$ cat src/rtl/division_reconstructor_pkg.sv
// Shared widths and state encoding for the division reconstructor (quotient*divisor + remainder).
package division_reconstructor_pkg;

   localparam int DR_WIDTH = 16;
   localparam int DR_REM_W = DR_WIDTH + 1;
   localparam int DR_RES_W = 2 * DR_WIDTH + 1;
   localparam int DR_CNT_W = $clog2(DR_WIDTH);

   typedef enum logic [1:0] {
      ST_IDLE = 2'd0,
      ST_RUN  = 2'd1,
      ST_DONE = 2'd2
   } dr_state_e;

endpackage

$ cat src/rtl/division_reconstructor_controlpath.sv
// Control path of the division reconstructor: IDLE/RUN/DONE FSM, iteration counter,
// registered busy/done, and load/iterate enables for the datapath held in the top.
module division_reconstructor_controlpath
   import division_reconstructor_pkg::*;
#(
   parameter int WIDTH = DR_WIDTH
) (
   input  logic i_clk,
   input  logic i_rst,
   input  logic i_start,
   output logic o_load,
   output logic o_iter,
   output logic o_last,
   output logic o_busy,
   output logic o_done
);

   localparam int CNT_W = (WIDTH > 1) ? $clog2(WIDTH) : 1;
   localparam logic [CNT_W-1:0] CNT_LAST = CNT_W'(WIDTH - 1);

   dr_state_e        r_state;
   logic [CNT_W-1:0] r_count;
   logic             r_busy;
   logic             r_done;

   assign o_load = (r_state == ST_IDLE) && i_start;
   assign o_iter = (r_state == ST_RUN);
   assign o_last = (r_state == ST_RUN) && (r_count == CNT_LAST);
   assign o_busy = r_busy;
   assign o_done = r_done;

   // FSM with busy/done registered alongside the state they decode
   always_ff @(posedge i_clk or negedge i_rst) begin
      if (!i_rst) begin
         r_state <= ST_IDLE;
         r_count <= '0;
         r_busy  <= 1'b0;
         r_done  <= 1'b0;
      end else begin
         case (r_state)
            ST_IDLE: begin
               r_count <= '0;
               r_done  <= 1'b0;
               if (i_start) begin
                  r_state <= ST_RUN;
                  r_busy  <= 1'b1;
               end else begin
                  r_state <= ST_IDLE;
                  r_busy  <= 1'b0;
               end
            end
            ST_RUN: begin
               if (r_count == CNT_LAST) begin
                  r_state <= ST_DONE;
                  r_count <= '0;
                  r_busy  <= 1'b0;
                  r_done  <= 1'b1;
               end else begin
                  r_state <= ST_RUN;
                  r_count <= r_count + CNT_W'(1);
                  r_busy  <= 1'b1;
                  r_done  <= 1'b0;
               end
            end
            ST_DONE: begin
               r_state <= ST_IDLE;
               r_count <= '0;
               r_busy  <= 1'b0;
               r_done  <= 1'b0;
            end
            default: begin
               r_state <= ST_IDLE;
               r_count <= '0;
               r_busy  <= 1'b0;
               r_done  <= 1'b0;
            end
         endcase
      end
   end

endmodule

$ cat src/rtl/division_reconstructor.sv
// Shift-add engine rebuilding dividend = quotient*divisor + remainder in WIDTH fixed iterations.
// Optional self-check ports are enabled by DIVISION_RECONSTRUCT_CHECK_EN.
module division_reconstructor
   import division_reconstructor_pkg::*;
#(
   parameter int WIDTH = DR_WIDTH
) (
   input  logic                 i_clk,
   input  logic                 i_rst,
   input  logic                 i_start,
   input  logic [WIDTH-1:0]     i_quotient,
   input  logic [WIDTH-1:0]     i_divisor,
   input  logic [WIDTH:0]       i_remainder,
   output logic [2*WIDTH:0]     o_result,
   output logic                 o_busy,
   output logic                 o_done
`ifdef DIVISION_RECONSTRUCT_CHECK_EN
   ,
   input  logic [WIDTH-1:0]     i_expected_dividend,
   output logic                 o_match,
   output logic                 o_check_valid
`endif
);

   localparam int REM_W = WIDTH + 1;
   localparam int RES_W = 2 * WIDTH + 1;

   logic             w_load;
   logic             w_iter;
   logic             w_last;
   logic [RES_W-1:0] w_acc_next;
   logic [RES_W-1:0] r_mcand;
   logic [RES_W-1:0] r_acc;
   logic [RES_W-1:0] r_result;
   logic [WIDTH-1:0] r_mplier;

   division_reconstructor_controlpath #(
      .WIDTH (WIDTH)
   ) u_ctrl (
      .i_clk   (i_clk),
      .i_rst   (i_rst),
      .i_start (i_start),
      .o_load  (w_load),
      .o_iter  (w_iter),
      .o_last  (w_last),
      .o_busy  (o_busy),
      .o_done  (o_done)
   );

   // Conditional add of the shifted multiplicand for the current multiplier bit
   always_comb begin
      w_acc_next = r_acc;
      if (r_mplier[0]) begin
         w_acc_next = r_acc + r_mcand;
      end else begin
         w_acc_next = r_acc;
      end
   end

   // Operand capture, iteration registers and held result
   always_ff @(posedge i_clk or negedge i_rst) begin
      if (!i_rst) begin
         r_mcand  <= '0;
         r_mplier <= '0;
         r_acc    <= '0;
         r_result <= '0;
      end else if (w_load) begin
         r_mcand  <= {{(WIDTH + 1){1'b0}}, i_divisor};
         r_mplier <= i_quotient;
         r_acc    <= {{WIDTH{1'b0}}, i_remainder};
      end else if (w_iter) begin
         r_acc    <= w_acc_next;
         r_mcand  <= {r_mcand[RES_W-2:0], 1'b0};
         r_mplier <= {1'b0, r_mplier[WIDTH-1:1]};
         if (w_last) begin
            r_result <= w_acc_next;
         end
      end
   end

   assign o_result = r_result;

`ifdef DIVISION_RECONSTRUCT_CHECK_EN
   logic [WIDTH-1:0] r_exp_cap;
   logic [WIDTH-1:0] r_div_cap;
   logic [REM_W-1:0] r_rem_cap;
   logic             r_match;
   logic             r_check_valid;
   logic             w_match;

   // A valid remainder must also be strictly below the divisor
   assign w_match = (w_acc_next == {{(WIDTH + 1){1'b0}}, r_exp_cap})
                 && (r_rem_cap < {1'b0, r_div_cap});

   // Capture check operands at start; evaluate on the completing iteration
   always_ff @(posedge i_clk or negedge i_rst) begin
      if (!i_rst) begin
         r_exp_cap     <= '0;
         r_div_cap     <= '0;
         r_rem_cap     <= '0;
         r_match       <= 1'b0;
         r_check_valid <= 1'b0;
      end else begin
         r_check_valid <= w_last;
         if (w_load) begin
            r_exp_cap <= i_expected_dividend;
            r_div_cap <= i_divisor;
            r_rem_cap <= i_remainder;
         end else if (w_last) begin
            r_match   <= w_match;
         end
      end
   end

   assign o_match       = r_match;
   assign o_check_valid = r_check_valid;
`endif

endmodule

$ cat config.mk
export PLATFORM = sky130hd
export DESIGN_NAME = division_reconstructor
export DESIGN_NICKNAME = d
export VERILOG_FILES = /design/src/rtl/division_reconstructor_pkg.sv /design/src/rtl/division_reconstructor_controlpath.sv /design/src/rtl/division_reconstructor.sv
export SDC_FILE = /design/constraint.sdc
export NUM_CORES = 1
export LEC_CHECK = 0
export CAP_MARGIN = 20
export CORE_MARGIN = 8
export CORE_UTILIZATION = 47
export CTS_CLUSTER_SIZE = 10
export DETAILED_ROUTE_END_ITERATION = 7
export GPL_ROUTABILITY_DRIVEN = 1
export PLACE_DENSITY = 0.69
export RECOVER_POWER = 100
export SLEW_MARGIN = 20
export SYNTH_ARGS = -nofsm -noshare
export SYNTH_HDL_FRONTEND = slang
export SYNTH_SLANG_ARGS = --single-unit
export TNS_END_PERCENT = 100
$ cat constraint.sdc
create_clock -name i_clk -period 3.51 [get_ports i_clk]
set_input_delay 0.702 -clock i_clk [delete_from_list [all_inputs] [get_ports i_clk]]
set_output_delay 0.702 -clock i_clk [all_outputs]
set_load 0.03 [all_outputs]
# Word-level counts from Yosys, hierarchy flattened
# Cells that the tools add are included.
dict set report totals {
  elab_cells 35
  input_bits 52
  reg_bits 123
}
dict set report op_classes {
  n_bitwise 1
  reduce_logical 5
  muxes 17
  n_eq_ne 2
  addsub 2
}
# op n
set op_table {}
lappend op_table {{$mux W33} 5}
lappend op_table {{$add A33 B33 Y33} 1}
lappend op_table {{$mux W16} 2}
lappend op_table {{$mux W4} 2}
lappend op_table {{$mux W1} 5}
lappend op_table {{$add A4 B1 Y4 const B} 1}
lappend op_table {{$eq A4 B4 Y1 const B} 1}
lappend op_table {{$pmux W2 S2} 1}
lappend op_table {{$reduce_and A3 Y1} 1}
lappend op_table {{$eq A2 B1 Y1 const B} 1}
lappend op_table {{$logic_and A1 B1 Y1} 2}
lappend op_table {{$logic_not A2 Y1} 1}
lappend op_table {{$mux W2} 1}
lappend op_table {{$pmux W1 S2} 1}
lappend op_table {{$reduce_bool A2 Y1} 1}
lappend op_table {{$not A1 Y1} 1}

# Logic depth before layout (Yosys ltp)
dict set report depth {
  ltp_word 4
  depth_mapped 11
  depth_no_buf 11
}

# Cells and area by module
# Synthesis repeated with hierarchy kept, for this count alone.
dict set report unflattened {
  hier_cells 764
  hier_area_um2 7086.8
}
# module instances area_each_um2 cells_per_inst
set modules_own_cells {}
lappend modules_own_cells {division_reconstructor 1 6789.0 739}
lappend modules_own_cells {division_reconstructor_controlpath 1 297.8 25}

# Worst setup path before layout
# Ideal clock, no wire load.
dict set report synth_timing {
  path_kind {reg-to-reg}
  from {register r_mcand[0]}
  to {register r_result[30] (netlist: o_result[30])}
  n_path_buf 0
  period_less_slack_ps 2822
  path_stages_with_launch 12
  slack_ps 688
  arrival_time_ps 2700
  path_cell_list {dfrtp_1 > ha_1 > fa_1 > a21o_1 > a221oi_2 > a2111o_1 > nand3_1 > o21ai_2 > o21ai_1 > a221oi_2 > mux2i_1 > nand2_1}
}
dict set report synth_between {
  elab_chain_len 2
}
# item line
set synth_lines {}
lappend synth_lines {{from (decl)} division_reconstructor.sv:32} ;# logic [RES_W-1:0] r_mcand;
lappend synth_lines {{from (signal assigned)} division_reconstructor.sv:68} ;# r_mcand <= {{(WIDTH + 1){1'b0}}, i_divisor};
lappend synth_lines {{from (signal assigned)} division_reconstructor.sv:73} ;# r_mcand <= {r_mcand[RES_W-2:0], 1'b0};
lappend synth_lines {{$add A33 B33 Y33} division_reconstructor.sv:54} ;# w_acc_next = r_acc + r_mcand;
lappend synth_lines {{$mux W33} division_reconstructor.sv:53} ;# if (r_mplier[0]) begin
lappend synth_lines {{to (signal assigned)} division_reconstructor.sv:76} ;# r_result <= w_acc_next;
lappend synth_lines {{to (decl)} division_reconstructor.sv:34} ;# logic [RES_W-1:0] r_result;
# Every way passes these cells.
# A chain may end at the register's enable or synchronous reset.

# Final worst setup path
dict set report layout_timing {
  from {register r_mcand[0]}
  to {register r_result[32] (netlist: o_result[32])}
}
# The elaborated chain is that of the path after synthesis.

==> flow_metrics.env <==
export IMPL_synth_top_cell_by_area="sky130_fd_sc_hd__dfrtp_1"
export IMPL_crit_path_end_kind="register"
export IMPL_synthesis_area_per_instance_um2=9.39
export IMPL_regToRegSetupSlack_ps=320
export IMPL_reg2reg_from="r_mcand[0]"
export IMPL_routabilityCongestion=0.898
export IMPL_grt_antenna_before_repair=0
export IMPL_cts_num_sinks=121
export IMPL_antenna_cells_inserted=0
export IMPL_synth_edf_count=0
export IMPL_drt_wirelength_per_cell_um=20.0
export IMPL_port_buffers=86
export IMPL_die_width_um=137
export IMPL_whs_endpoint="o_result[20]"
export IMPL_die_area_um2=18700
export IMPL_final_max_slew_viol_count=95
export IMPL_layout_min_cycle_time_ps=3190
export IMPL_startpoint_type_of_the_worst_setup_path="register"
export IMPL_number_of_register_bits_inferred_by_synthesis=121
export IMPL_ys_warnings_count=0
export IMPL_final_core_utilization_pct=58.9
export IMPL_worst_path_max_fanout=4
export IMPL_min_from="o_result[20]"
export IMPL_post_place_setup_slack_ps=452
export IMPL_async_flop_share_pct=100
export IMPL_min_path_type="reg -> reg"
export IMPL_crit_required_ps=3840
export IMPL_drt_iter0_drc=458
export IMPL_drtAntennaViolNets=0
export IMPL_achievable_frequency_mhz=314
export IMPL_cp_arrival_ps=3520
export IMPL_die_h_um=137
export IMPL_fillerInstances=1275
export IMPL_yosys_top_cells_count="sky130_fd_sc_hd__dfrtp_1, sky130_fd_sc_hd__a21oi_1, sky130_fd_sc_hd__o22ai_1"
export IMPL_share_of_final_layout_standard_cells_stronger_than_drive_strength_1_pct=5.61
export IMPL_synthDistinctLibCells=53
export IMPL_post_synthesis_net_count=816
export IMPL_cts_made_buffers=17
export IMPL_cts_hold_buf=0
export IMPL_synthMostInstantiatedCell="sky130_fd_sc_hd__dfrtp_1"
export IMPL_firstDrtPassIters=5
export IMPL_synthesis_instances=730
export IMPL_dp_final_hpwl_um=14000
export IMPL_violations="capacitance limit, slew limit"
export IMPL_route_detailed_vias_per_inst=6.26
export IMPL_leakage_power_total_nw=3.83
export IMPL_unrepaired_setup_endpoints_after_global_routing="no"
export IMPL_synthesis_area_um2=6860
export IMPL_root_buffer="sky130_fd_sc_hd__clkbuf_16"
export IMPL_ys_top_cells_by_area="sky130_fd_sc_hd__dfrtp_1, sky130_fd_sc_hd__a21oi_1, sky130_fd_sc_hd__o22ai_1, sky130_fd_sc_hd__ha_1, sky130_fd_sc_hd__o21ai_0"
export IMPL_cts_path_max_buffers=2
export IMPL_grt_use_total_pct=22.0
export IMPL_power_per_cell_area_nw_per_um2=1230
export IMPL_grt_start_max_net_pins=52
export IMPL_cap_violations=2
export IMPL_run_status="complete, but fails checks"
export IMPL_fp_row_count=44
export IMPL_htree_num_levels=4
export IMPL_synth_top_cell_area_share_pct=44.2
export IMPL_grt_pass1_vias=6345
export IMPL_grt_ovfl_total=0
export IMPL_num_nets_final=893
export IMPL_setup_violations_final=0
export IMPL_start_util_pct=47.7
export IMPL_min_period_over_period_pct=90.8
export IMPL_grt_first_pass_wirelength_um=32500
export IMPL_criticalPathCategory="reg -> reg"
export IMPL_power_total_w=0.0104
export IMPL_drcViolationCount=0
export IMPL_timing_max_slew_rel_slack_pct=-70.5
export IMPL_final_setup_skew_ps=9.53
export IMPL_worstSkewPairLatency_ps=420
export IMPL_seq_area_frac_synth_pct=44.2
export IMPL_finalSetupTns_ps=0
export IMPL_num_io_pins=87
export IMPL_clk_pin_slew_ps=60
export IMPL_yosys_most_used_dff="sky130_fd_sc_hd__dfrtp_1"
export IMPL_worst_pin_slew_ps=2560
export IMPL_tritoncts="done"
export IMPL_worst_r2r_endpoint="o_result[32]"
export IMPL_area_growth_pct=23.4
export IMPL_post_cts_setup_buffer_count=0
export IMPL_post_route_worst_setup_slack_ps=321
export IMPL_hold_ws_ps=470
export IMPL_fp_coreArea_um2=14400
export IMPL_r2r_cells=11
export IMPL_irDropWorstVdd_mv=0.623
export IMPL_hold_depth=2
export IMPL_routed_wirelength_um=20100
export IMPL_cts_resized_gates=0
export IMPL_hold_viol=0
export IMPL_vias=6289
==> power breakdown <==
part / total (W) / leakage (nW) / internal (W) / switching, W
logic: 0.00595 / 2.04 / 0.00240 / 0.00355
registers: 0.00268 / 1.49 / 0.00210 / 0.000581
clock network: 0.00180 / 0.296 / 0.00120 / 0.000602
==> worst max-delay path, cell delays in order, from the launching register on <==
cell and delay (ps):
sky130_fd_sc_hd__dfrtp_1 420, sky130_fd_sc_hd__ha_1 250, sky130_fd_sc_hd__fa_1 410, sky130_fd_sc_hd__a21o_1 210, sky130_fd_sc_hd__a221oi_1 340, sky130_fd_sc_hd__a2111o_1 270, sky130_fd_sc_hd__a21oi_1 90, sky130_fd_sc_hd__a31oi_1 230
sky130_fd_sc_hd__o211ai_1 170, sky130_fd_sc_hd__xnor2_1 200, sky130_fd_sc_hd__or3_1 330, sky130_fd_sc_hd__a31oi_1 190
==> cell type report <==
class | instances | area, um2 | share of cell area (%)
clock buffer | 24 | 462 | 5.46
timing repair buffer | 102 | 950 | 11.2
tap | 184 | 230 | 2.72
multi-input combinational | 551 | 3590 | 42.5
clock inverter | 8 | 144 | 1.70
sequential | 121 | 3030 | 35.8
inverter | 14 | 52.6 | 0.621
==> flip-flops by register name (all words and copies together) (netlist names) <==
register / cells
r_mplier: 16
r_mcand: 33
r_acc: 33
u_ctrl.o_done: 1
u_ctrl.r_count: 4
o_result: 33
u_ctrl.r_state: 1
==> per-layer routing <==
metal	vias to the layer above	global-route usage [%]	share of wire (%)
li1	2921	-	-
met1	3098	27.5	43
met2	231	36.1	48
met3	39	5.40	6.4
met4	0	8.57	2.3
met5	-	0	0
==> cell families after synthesis <==
family	synth area share (%)
AO/OA/AOI/OAI	29.6
AND/OR/NAND/NOR	9.98
flip-flops	44.2
buffers and inverters	3.18
adder cells (fa/ha/maj)	6.31
XOR/XNOR	3.96
multiplexers	2.79
==> per-stage QoR <==
| step | instances | area, um2 |
|---|---|---|
| finish | 1004 | 8460 |
| global route | 1004 | 8460 |
| CTS | 1004 | 8500 |
| detailed placement | 972 | 7900 |
| global placement | 972 | 7900 |
| floorplan | 730 | 6860 |
==> how the worst max path moves through the flow <==
| stage | from | cells after the start | endpoint |
|---|---|---|---|
| 2_1_floorplan | r_mcand[0] | 11 | o_result[30] |
| 3_3_place_gp | r_mcand[0] | 11 | o_result[30] |
| 3_5_place_dp | r_mcand[17] | 10 | r_acc[29] |
| 4_1_cts | r_mcand[17] | 10 | r_acc[29] |
| 5_1_grt | r_mcand[0] | 11 | o_result[32] |
| 6_report | r_mcand[0] | 11 | o_result[32] |
==> cell usage in the layout, fill, tap and decap left out, types with 7 or more instances in the layout <==
cell	n
sky130_fd_sc_hd__dlygate4sd3_1	35
sky130_fd_sc_hd__clkbuf_16	17
sky130_fd_sc_hd__a31oi_1	7
sky130_fd_sc_hd__nand3_1	9
sky130_fd_sc_hd__inv_1	13
sky130_fd_sc_hd__dfrtp_1	121
sky130_fd_sc_hd__o22a_1	13
sky130_fd_sc_hd__and3_1	9
sky130_fd_sc_hd__a21oi_1	94
sky130_fd_sc_hd__a21o_1	15
sky130_fd_sc_hd__o211ai_1	8
sky130_fd_sc_hd__o21ai_0	52
sky130_fd_sc_hd__buf_4	9
sky130_fd_sc_hd__ha_1	33
sky130_fd_sc_hd__a22o_1	24
sky130_fd_sc_hd__nor2_1	26
sky130_fd_sc_hd__xnor2_1	18
sky130_fd_sc_hd__clkdlybuf4s50_1	49
sky130_fd_sc_hd__nand2_1	67
sky130_fd_sc_hd__nor2b_1	9
sky130_fd_sc_hd__clkbuf_1	9
sky130_fd_sc_hd__o22ai_1	74
sky130_fd_sc_hd__xor2_1	13
sky130_fd_sc_hd__mux2i_1	18
No activity file was read; power rests on OpenSTA's default activity.
